**src/rtl/lcd_avalon_slave.sv**
```systemverilog
// ----------------------------------------------------------------------------
// lcd_avalon_slave
//
// Avalon-MM slave that turns byte writes from the LCD menu master into
// HD44780-style 8-bit bus cycles. waitrequest is held for the whole LCD bus
// cycle plus the controller's execution time, so the master only needs to
// follow the Avalon handshake and never has to time anything itself.
//
// Register map:
//   address 0 : instruction register (RS=0). Reads return {7'b0, busy}.
//   address 1 : data register (RS=1). Reads return the last byte written.
//
// Ports:
//   clk          system clock (50 MHz nominal)
//   reset        synchronous, active-low reset
//   address      0 = instruction, 1 = data
//   chipselect   slave select
//   byteenable   single byte lane, always 1; not used
//   read, write  Avalon strobes
//   writedata    byte to send to the LCD
//   waitrequest  stall to the master (combinational)
//   readdata     status / readback byte (registered)
//   response     always OKAY
//   lcd_data     DB7..DB0
//   lcd_rs       register select
//   lcd_rw       read/write, tied low (write only)
//   lcd_en       enable strobe
//   lcd_on       LCD power, constant 1
//   lcd_blon     backlight, constant 1
// ----------------------------------------------------------------------------
module lcd_avalon_slave #(
   parameter int POWERUP_CYCLES   = 800000,
   parameter int SETUP_CYCLES     = 2,
   parameter int EN_CYCLES        = 16,
   parameter int HOLD_CYCLES      = 2,
   parameter int EXEC_CYCLES      = 2000,
   parameter int LONG_EXEC_CYCLES = 82000
) (
   input  logic       clk,
   input  logic       reset,
   input  logic       address,
   input  logic       chipselect,
   input  logic       byteenable,
   input  logic       read,
   input  logic       write,
   input  logic [7:0] writedata,
   output logic       waitrequest,
   output logic [7:0] readdata,
   output logic [1:0] response,
   output logic [7:0] lcd_data,
   output logic       lcd_rs,
   output logic       lcd_rw,
   output logic       lcd_en,
   output logic       lcd_on,
   output logic       lcd_blon
);

   localparam int CNT_W = 20;

   // Counter reload values: a state lasts exactly N cycles when loaded with N-1.
   localparam logic [CNT_W-1:0] POWERUP_LOAD = CNT_W'(POWERUP_CYCLES - 1);
   localparam logic [CNT_W-1:0] SETUP_LOAD   = CNT_W'(SETUP_CYCLES - 1);
   localparam logic [CNT_W-1:0] EN_LOAD      = CNT_W'(EN_CYCLES - 1);
   localparam logic [CNT_W-1:0] HOLD_LOAD    = CNT_W'(HOLD_CYCLES - 1);
   localparam logic [CNT_W-1:0] EXEC_LOAD    = CNT_W'(EXEC_CYCLES - 1);
   localparam logic [CNT_W-1:0] LONG_LOAD    = CNT_W'(LONG_EXEC_CYCLES - 1);

   typedef enum logic [2:0] {
      ST_POWERUP,
      ST_IDLE,
      ST_SETUP,
      ST_ENABLE,
      ST_HOLD,
      ST_EXEC,
      ST_DONE,
      ST_RD_ACK
   } state_t;

   state_t           state_reg;
   logic [CNT_W-1:0] count_reg;
   logic             rs_reg;
   logic [7:0]       data_reg;
   logic [7:0]       last_data_reg;
   logic [7:0]       readdata_reg;
   logic             en_reg;

   logic             ack;
   logic             busy;
   logic             cnt_zero;
   logic             long_cmd;
   logic             unused_ok;

   // ack is only ever true for a single cycle: DONE and RD_ACK both fall
   // straight back to IDLE, so the master sees exactly one waitrequest-low cycle.
   assign ack         = (state_reg == ST_DONE) || (state_reg == ST_RD_ACK);
   assign waitrequest = chipselect & (read | write) & ~ack;
   assign busy        = (state_reg != ST_IDLE);
   assign cnt_zero    = (count_reg == '0);

   // Clear display (0x01) and return home (0x02/0x03, DB0 is don't-care)
   // need the long execution time; everything else uses the short one.
   assign long_cmd = ~rs_reg &
                     ((data_reg == 8'h01) || (data_reg == 8'h02) || (data_reg == 8'h03));

   assign readdata = readdata_reg;
   assign response = 2'b00;
   assign lcd_data = data_reg;
   assign lcd_rs   = rs_reg;
   assign lcd_rw   = 1'b0;
   assign lcd_en   = en_reg;
   assign lcd_on   = 1'b1;
   assign lcd_blon = 1'b1;

   assign unused_ok = &{1'b0, byteenable};

   always_ff @(posedge clk) begin
      if (!reset) begin
         state_reg     <= ST_POWERUP;
         count_reg     <= POWERUP_LOAD;
         en_reg        <= 1'b0;
         rs_reg        <= 1'b0;
         data_reg      <= 8'h00;
         readdata_reg  <= 8'h00;
         last_data_reg <= 8'h00;
      end else begin
         case (state_reg)
            ST_POWERUP: begin
               if (cnt_zero) begin
                  state_reg <= ST_IDLE;
               end else begin
                  count_reg <= count_reg - CNT_W'(1);
               end
            end

            ST_IDLE: begin
               // Write wins over a simultaneous read.
               if (chipselect && write) begin
                  rs_reg    <= address;
                  data_reg  <= writedata;
                  count_reg <= SETUP_LOAD;
                  state_reg <= ST_SETUP;
               end else if (chipselect && read) begin
                  readdata_reg <= address ? last_data_reg : {7'b0, busy};
                  state_reg    <= ST_RD_ACK;
               end
            end

            ST_SETUP: begin
               if (cnt_zero) begin
                  en_reg    <= 1'b1;
                  count_reg <= EN_LOAD;
                  state_reg <= ST_ENABLE;
               end else begin
                  count_reg <= count_reg - CNT_W'(1);
               end
            end

            ST_ENABLE: begin
               if (cnt_zero) begin
                  en_reg    <= 1'b0;
                  count_reg <= HOLD_LOAD;
                  state_reg <= ST_HOLD;
               end else begin
                  count_reg <= count_reg - CNT_W'(1);
               end
            end

            ST_HOLD: begin
               if (cnt_zero) begin
                  count_reg <= long_cmd ? LONG_LOAD : EXEC_LOAD;
                  state_reg <= ST_EXEC;
               end else begin
                  count_reg <= count_reg - CNT_W'(1);
               end
            end

            ST_EXEC: begin
               if (cnt_zero) begin
                  last_data_reg <= data_reg;
                  state_reg     <= ST_DONE;
               end else begin
                  count_reg <= count_reg - CNT_W'(1);
               end
            end

            // If the master already dropped write, ack goes unseen and the
            // transfer simply ends here.
            ST_DONE: begin
               state_reg <= ST_IDLE;
            end

            ST_RD_ACK: begin
               state_reg <= ST_IDLE;
            end

            default: begin
               state_reg <= ST_IDLE;
            end
         endcase
      end
   end

endmodule

```
**config.mk**
```make
export PLATFORM = sky130hd
export DESIGN_NAME = lcd_avalon_slave
export DESIGN_NICKNAME = d
export VERILOG_FILES = /design/src/rtl/lcd_avalon_slave.sv
export SDC_FILE = /design/constraint.sdc
export NUM_CORES = 1
export LEC_CHECK = 0
export CELL_PAD_IN_SITES_DETAIL_PLACEMENT = 0
export CELL_PAD_IN_SITES_GLOBAL_PLACEMENT = 1
export CORE_ASPECT_RATIO = 0.7
export CORE_UTILIZATION = 30
export DETAILED_ROUTE_END_ITERATION = 8
export PLACE_DENSITY = 0.72
export SLEW_MARGIN = 20
export SYNTH_ARGS = -nofsm -noshare
export SYNTH_HDL_FRONTEND = slang
export SYNTH_SLANG_ARGS = --single-unit
```
**constraint.sdc**
```tcl
create_clock -name clk -period 4.15 [get_ports clk]
set_input_delay 1.0375 -clock clk [delete_from_list [all_inputs] [get_ports clk]]
set_output_delay 1.0375 -clock clk [all_outputs]
set_load 0.01 [all_outputs]
```
== After elaboration in Yosys (flattened, before gate mapping) ==
Index checks and enable logic that the tools add are counted.

* Bits in registers: 49
* Bits of input ports: 15
* Output and inout port bits: 24
* Word-level logic and storage cells: 70

* Add/sub/neg operators: 1
* Equality and inequality tests: 19
* Mux-type cells: 19
* Bitwise gates (word level): 7
* Reductions and logical operators: 17

{| class="wikitable"
|+ Operators with widths
! operator !! count
|-
| two-way mux 20 bit || 5
|-
| case mux 20 bit (5 select lines) || 1
|-
| two-way mux 3 bit || 7
|-
| case mux 3 bit (7 select lines) || 1
|-
| zero test 20 bit || 1
|-
| subtractor 20 x 1 -> 20 bit (second input constant) || 1
|-
| two-way mux 17 bit || 1
|-
| equality test 8 x 2 -> 1 bit (second input constant) || 2
|-
| inequality test 2 bit (second input constant) || 7
|-
| equality test 3 bit (second input constant) || 4
|-
| AND reduction 3 bit || 3
|-
| equality test 8 x 1 -> 1 bit (second input constant) || 1
|-
| two-way mux 8 bit || 1
|-
| equality test 3 x 2 -> 1 bit (second input constant) || 2
|-
| AND reduction 6 bit || 1
|-
| nonzero test 5 bit || 1
|-
| AND reduction 2 bit || 2
|-
| OR reduction 2 bit || 2
|-
| AND 1 bit || 3
|-
| equality test 3 x 1 -> 1 bit (second input constant) || 1
|-
| zero test 3 bit || 1
|-
| logical OR 1 bit || 3
|-
| inequality test 3 x 1 -> 1 bit (second input constant) || 1
|-
| inequality test 3 bit (second input constant) || 1
|-
| 6 further kinds || 10
|}

== Logic depth before layout (Yosys ltp) ==
* Depth after elaboration: 7
* Depth in mapped cells: 9
* Mapped depth without buffers: 8

== Worst setup path after synthesis ==
No wires, ideal clock.

* Path type: input-to-output
* From: input port write
* To: output port waitrequest
* Data arrival time: 1274 ps
* Data required time: 3113 ps
* Slack: 1839 ps
* Cell stages on the path: 1
* Path buffers: 0
* Cells stage by stage: o211a_1

* Cells in the longest elaborated chain, start to end: 3

{| class="wikitable"
|+ Ends and longest elaborated chain
! what !! RTL line !! source
|-
| start, declared || 45 || <nowiki>input logic write,</nowiki>
|-
| bitwise OR 1 bit || 96 || <nowiki>assign waitrequest = chipselect & (read | write) & ~ack;</nowiki>
|-
| AND 1 bit (2 in series) || 96 ||
|-
| end, declared || 47 || <nowiki>output logic waitrequest,</nowiki>
|}

Every way passes these cells.

== Worst setup path in the final report ==
Same ends and word-level chain as after synthesis.

==> out/qor.txt <==
OUTCOME
--------------------------------------------------------------------------------------------------
Run status                                                                            finished with violations
Violations in the final reports                                                       design-rule violations

TIMING
--------------------------------------------------------------------------------------------------
Final setup violation count                                                                      0
Number of max-slew violations in the final report                                                0
Final setup slack of the worst path                                                       0.813 ns
Relative max-transition margin                                                               30.8%
Unrepaired setup endpoints after global routing                                                 no
Slew at the pin closest to its max-slew limit                                              1.04 ns
Final hold viol count                                                                            0
Sum of negative setup slack                                                                   0 ns
Worst clock skew                                                                        0.00604 ns
Maximum clock frequency                                                                  0.300 GHz
Shortest clock period the worst path allows after layout                                   3.34 ns
Fraction of the cycle the final worst path needs                                             80.4%

CTS
--------------------------------------------------------------------------------------------------
CTS tree                                                                                     built
CTS buffer count                                                                                 5
Clock transition time at the flip-flop clock pins of the worst setup and hold paths        0.07 ns
Quantity of gates resized following cts                                                          0
Post-CTS setup buffer count                                                                      0
Number of buffers on the longest clock path                                                      2
Master cell of the clock root buffer                                                     clkbuf_16
H-Tree Depth                                                                                     2
Hold-fix buffers, CTS                                                                            0
Clock sink count                                                                                49
Insertion delay to the later sink of the worst-skew pair                                   0.29 ns

DIE
--------------------------------------------------------------------------------------------------
CORE AREA                                                                                8440 um^2
Effective utilization at floorplan                                                           30.9%
Die Height                                                                                 80.0 um
Die ar.                                                                                  9070 um^2
Number of rows created at floorplan                                                             28
Ports placed on the boundary                                                                    39
Die width                                                                                   113 um

POWER AND IR DROP
--------------------------------------------------------------------------------------------------
Net Sw Frac                                                                                  23.0%
Combinational fraction of design power                                                        4.5%
Fraction of power consumed by the clock network                                              44.3%
Internal                                                                                    716 uW
Leakage component of the power                                                             1.10 nW
Power density over cell area                                                           295 nW/um^2
Sequential group share of total power                                                        51.2%
Switching Power                                                                             214 uW
Final Total Pwr                                                                             930 uW
Worst vdd ir                                                                            0.000153 V

MIN PATH
--------------------------------------------------------------------------------------------------
Count of cells along the worst hold path                                                         2
Path category of the worst min-delay check                                            register to register
Worst Hold Launch                                                                     readdata[0]$_SDFFE_PN0P_
Hold EP                                                                               readdata[0]$_SDFFE_PN0P_

FINAL LAYOUT
--------------------------------------------------------------------------------------------------
Area of all placed cells without fillers                                                 3150 um^2
Growth of design area from synthesis to finish                                               20.9%
Number of antenna repair diodes                                                                  0
Flip-flop count of the largest register, all copies and words added                             20
Post-layout nets                                                                               379
Fraction of final layout cells with drive strength greater than 1                            6.04%
Core occupancy in the finished layout                                                        37.3%

SYNTHESIS
--------------------------------------------------------------------------------------------------
Area share of the leading cell type in the synthesized netlist                               37.6%
Count leader, synth                                                                        dfxtp_1
Leading cell types by total area after synthesis                                      dfxtp_1, a21oi_1, nand2_1
Mean instance size in the synthesized netlist                                            7.67 um^2
Synth Cell Area                                                                          2610 um^2
FF+latch count, synth                                                                           49
Number of synthesized flops with an enable pin                                                   0
Yosys warns                                                                                      0
Sequential fraction of the synthesis area                                                    37.6%
Fraction of registers with async set or reset after synthesis                                   0%
Primary FF master, synth                                                                   dfxtp_1
Count of mapped cells out of synthesis                                                         340
Unique cell type count in the Yosys netlist                                                     54
Most instantiated cells after synthesis                                               dfxtp_1, nand2_1, a21oi_1
Cell type with the highest aggregate area in the netlist                                   dfxtp_1

WORST SETUP PATH
--------------------------------------------------------------------------------------------------
List of cells traversed by the critical path                                          clkdlybuf4s50_1 -> o211a_1 -> clkdlybuf4s50_1
Crit path capture type                                                                primary output
Type of the worst setup path                                                          primary input to primary output
Nature of the critical path startpoint                                                primary input
Worst setup slack for register-to-register paths                                           1.26 ns
Arrival @ worst endpoint                                                                   2.30 ns
Data required time of the worst path                                                       3.11 ns
Stage delay of the slowest cell on the critical path                                       0.56 ns
Crit-path max FO                                                                                 5
Number of cell instances on the worst register-to-register path                                  7
Critical-path top delay cell                                                          clkdlybuf4s50_1
Cell with the most instances on the worst path                                        clkdlybuf4s50_1
Worst reg2reg path endpoint                                                           last_data_reg[2]$_SDFFE_PN0P_
Reg-to-Reg Start                                                                      count_reg[10]$_SDFFE_PN1P_

GLOBAL ROUTE
--------------------------------------------------------------------------------------------------
Initial antenna violation count                                                                  0
Overall fraction of global-route tracks in use                                               18.2%
First-pass GRT wire length                                                                 12.6 mm
Met2 Use GR                                                                                  23.3%
Number of global-route vias before repair                                                     2301
Grt met3 use                                                                                 4.86%
Busiest grt layer                                                                             met1
Maximum number of pins on one net before global-route repair                                    38
Fraction of met1 tracks used by global routing                                               29.0%
Total global routing overflow                                                                    0

PLACEMENT
--------------------------------------------------------------------------------------------------
DP Wirelength                                                                              5.62 mm
Worst-case setup slack after placement                                                    0.806 ns
Number of input and output port buffers inserted                                                32
Weighted congestion reported at the end of routability-driven placement                      0.816
Total cell area at the placement stage                                                   3010 um^2

DRT
--------------------------------------------------------------------------------------------------
Aggregate routed wire length                                                               7.89 mm
Post-DR wirelength/cell                                                                    16.3 um
Via count                                                                                     2632
DRC errors left                                                                                  1
Detail Route Antenna Nets                                                                        0
Pre-Repair DR Iteration Count                                                                    7
Count of routing violations after the opening detailed-route iteration                         252
Vias per cell                                                                                 5.44

RUN
--------------------------------------------------------------------------------------------------
Max-cap violation count                                                                          0

-- logic make-up (layout without fill, tap and decap cells) --
logic type	count (synthesis)	count (layout)	share of synthesized area [%]
multiplexers	8	8	3.07
AO/OA/AOI/OAI	101	101	25.2
flip-flops	49	49	37.6
AND/OR/NAND/NOR	148	148	28.0
buffers and inverters	31	52	5.38
adder cells (fa/ha/maj)	1	1	0.480
other	2	5	0.288
-- worst max-delay path by stage --
stage                     from           to  cells past startpoint
floorplan                write  waitrequest                      1
global placement    chipselect  waitrequest                      3
detailed placement       write  waitrequest                      3
CTS                      write  waitrequest                      3
global route        chipselect  waitrequest                      3
finish                   write  waitrequest                      3
-- layout make-up --
type                            instances  area [um^2]
Multi-Input combinational cell        263         1500
Inverter                                8         30.0
Sequential cell                        49          981
Clock buffer                            6          129
Tap cell                              120          150
Timing Repair Buffer                   36          350
Clock inverter                          2         15.0
Fill cell                             892         5290
-- layer usage --
| metal | routed length [um] | vias to the layer above |
|---|---|---|
| li1 | - | 1280 |
| met1 | 4320 | 1241 |
| met2 | 2960 | 106 |
| met3 | 554 | 5 |
| met4 | 58 | 0 |
| met5 | 0 | - |
-- layout by cell type (no fill, tap or decap), types with 3 or more instances in the layout --
cell             count
a22oi_1              3
or3_1                8
nand2_1             46
clkbuf_16            5
o21ai_0             15
conb_1               5
a31oi_1              8
a21o_1               4
nand3_1             21
inv_1                7
nand2b_1             4
buf_4                4
nor4_1               6
dfxtp_1             49
o21bai_1             5
nor2_1              31
a21oi_1             35
clkdlybuf4s50_1     32
o221ai_1             5
nor3_1              14
mux2i_1              8
or2_2                3
o211ai_1             6
-- power groups by stage --
stage | sequential, mW | clock [mW] | combinational, mW
2_1_floorplan | 0.486 | 0 | 0.0234
3_3_place_gp | 0.486 | 0 | 0.0410
3_5_place_dp | 0.487 | 0 | 0.0420
4_1_cts | 0.476 | 0.419 | 0.0421
5_1_grt | 0.476 | 0.440 | 0.0460
6_report | 0.476 | 0.412 | 0.0420
-- critical path, delay by kind of cell --
family                 cells  cell delay (ns)
AOI/OAI and AO/OA          1             0.18
buffers and inverters      2             1.09
-- stage by stage --
| stage | instances | hold WS, ns |
|---|---|---|
| after floorplan | 343 | 0.448 |
| after global placement | 476 | 0.439 |
| after detailed placement | 476 | 0.444 |
| after CTS | 484 | 0.452 |
| after global routing | 484 | 0.463 |
| final | 484 | 0.448 |
Note: power is estimated with default switching activity, not from simulation.
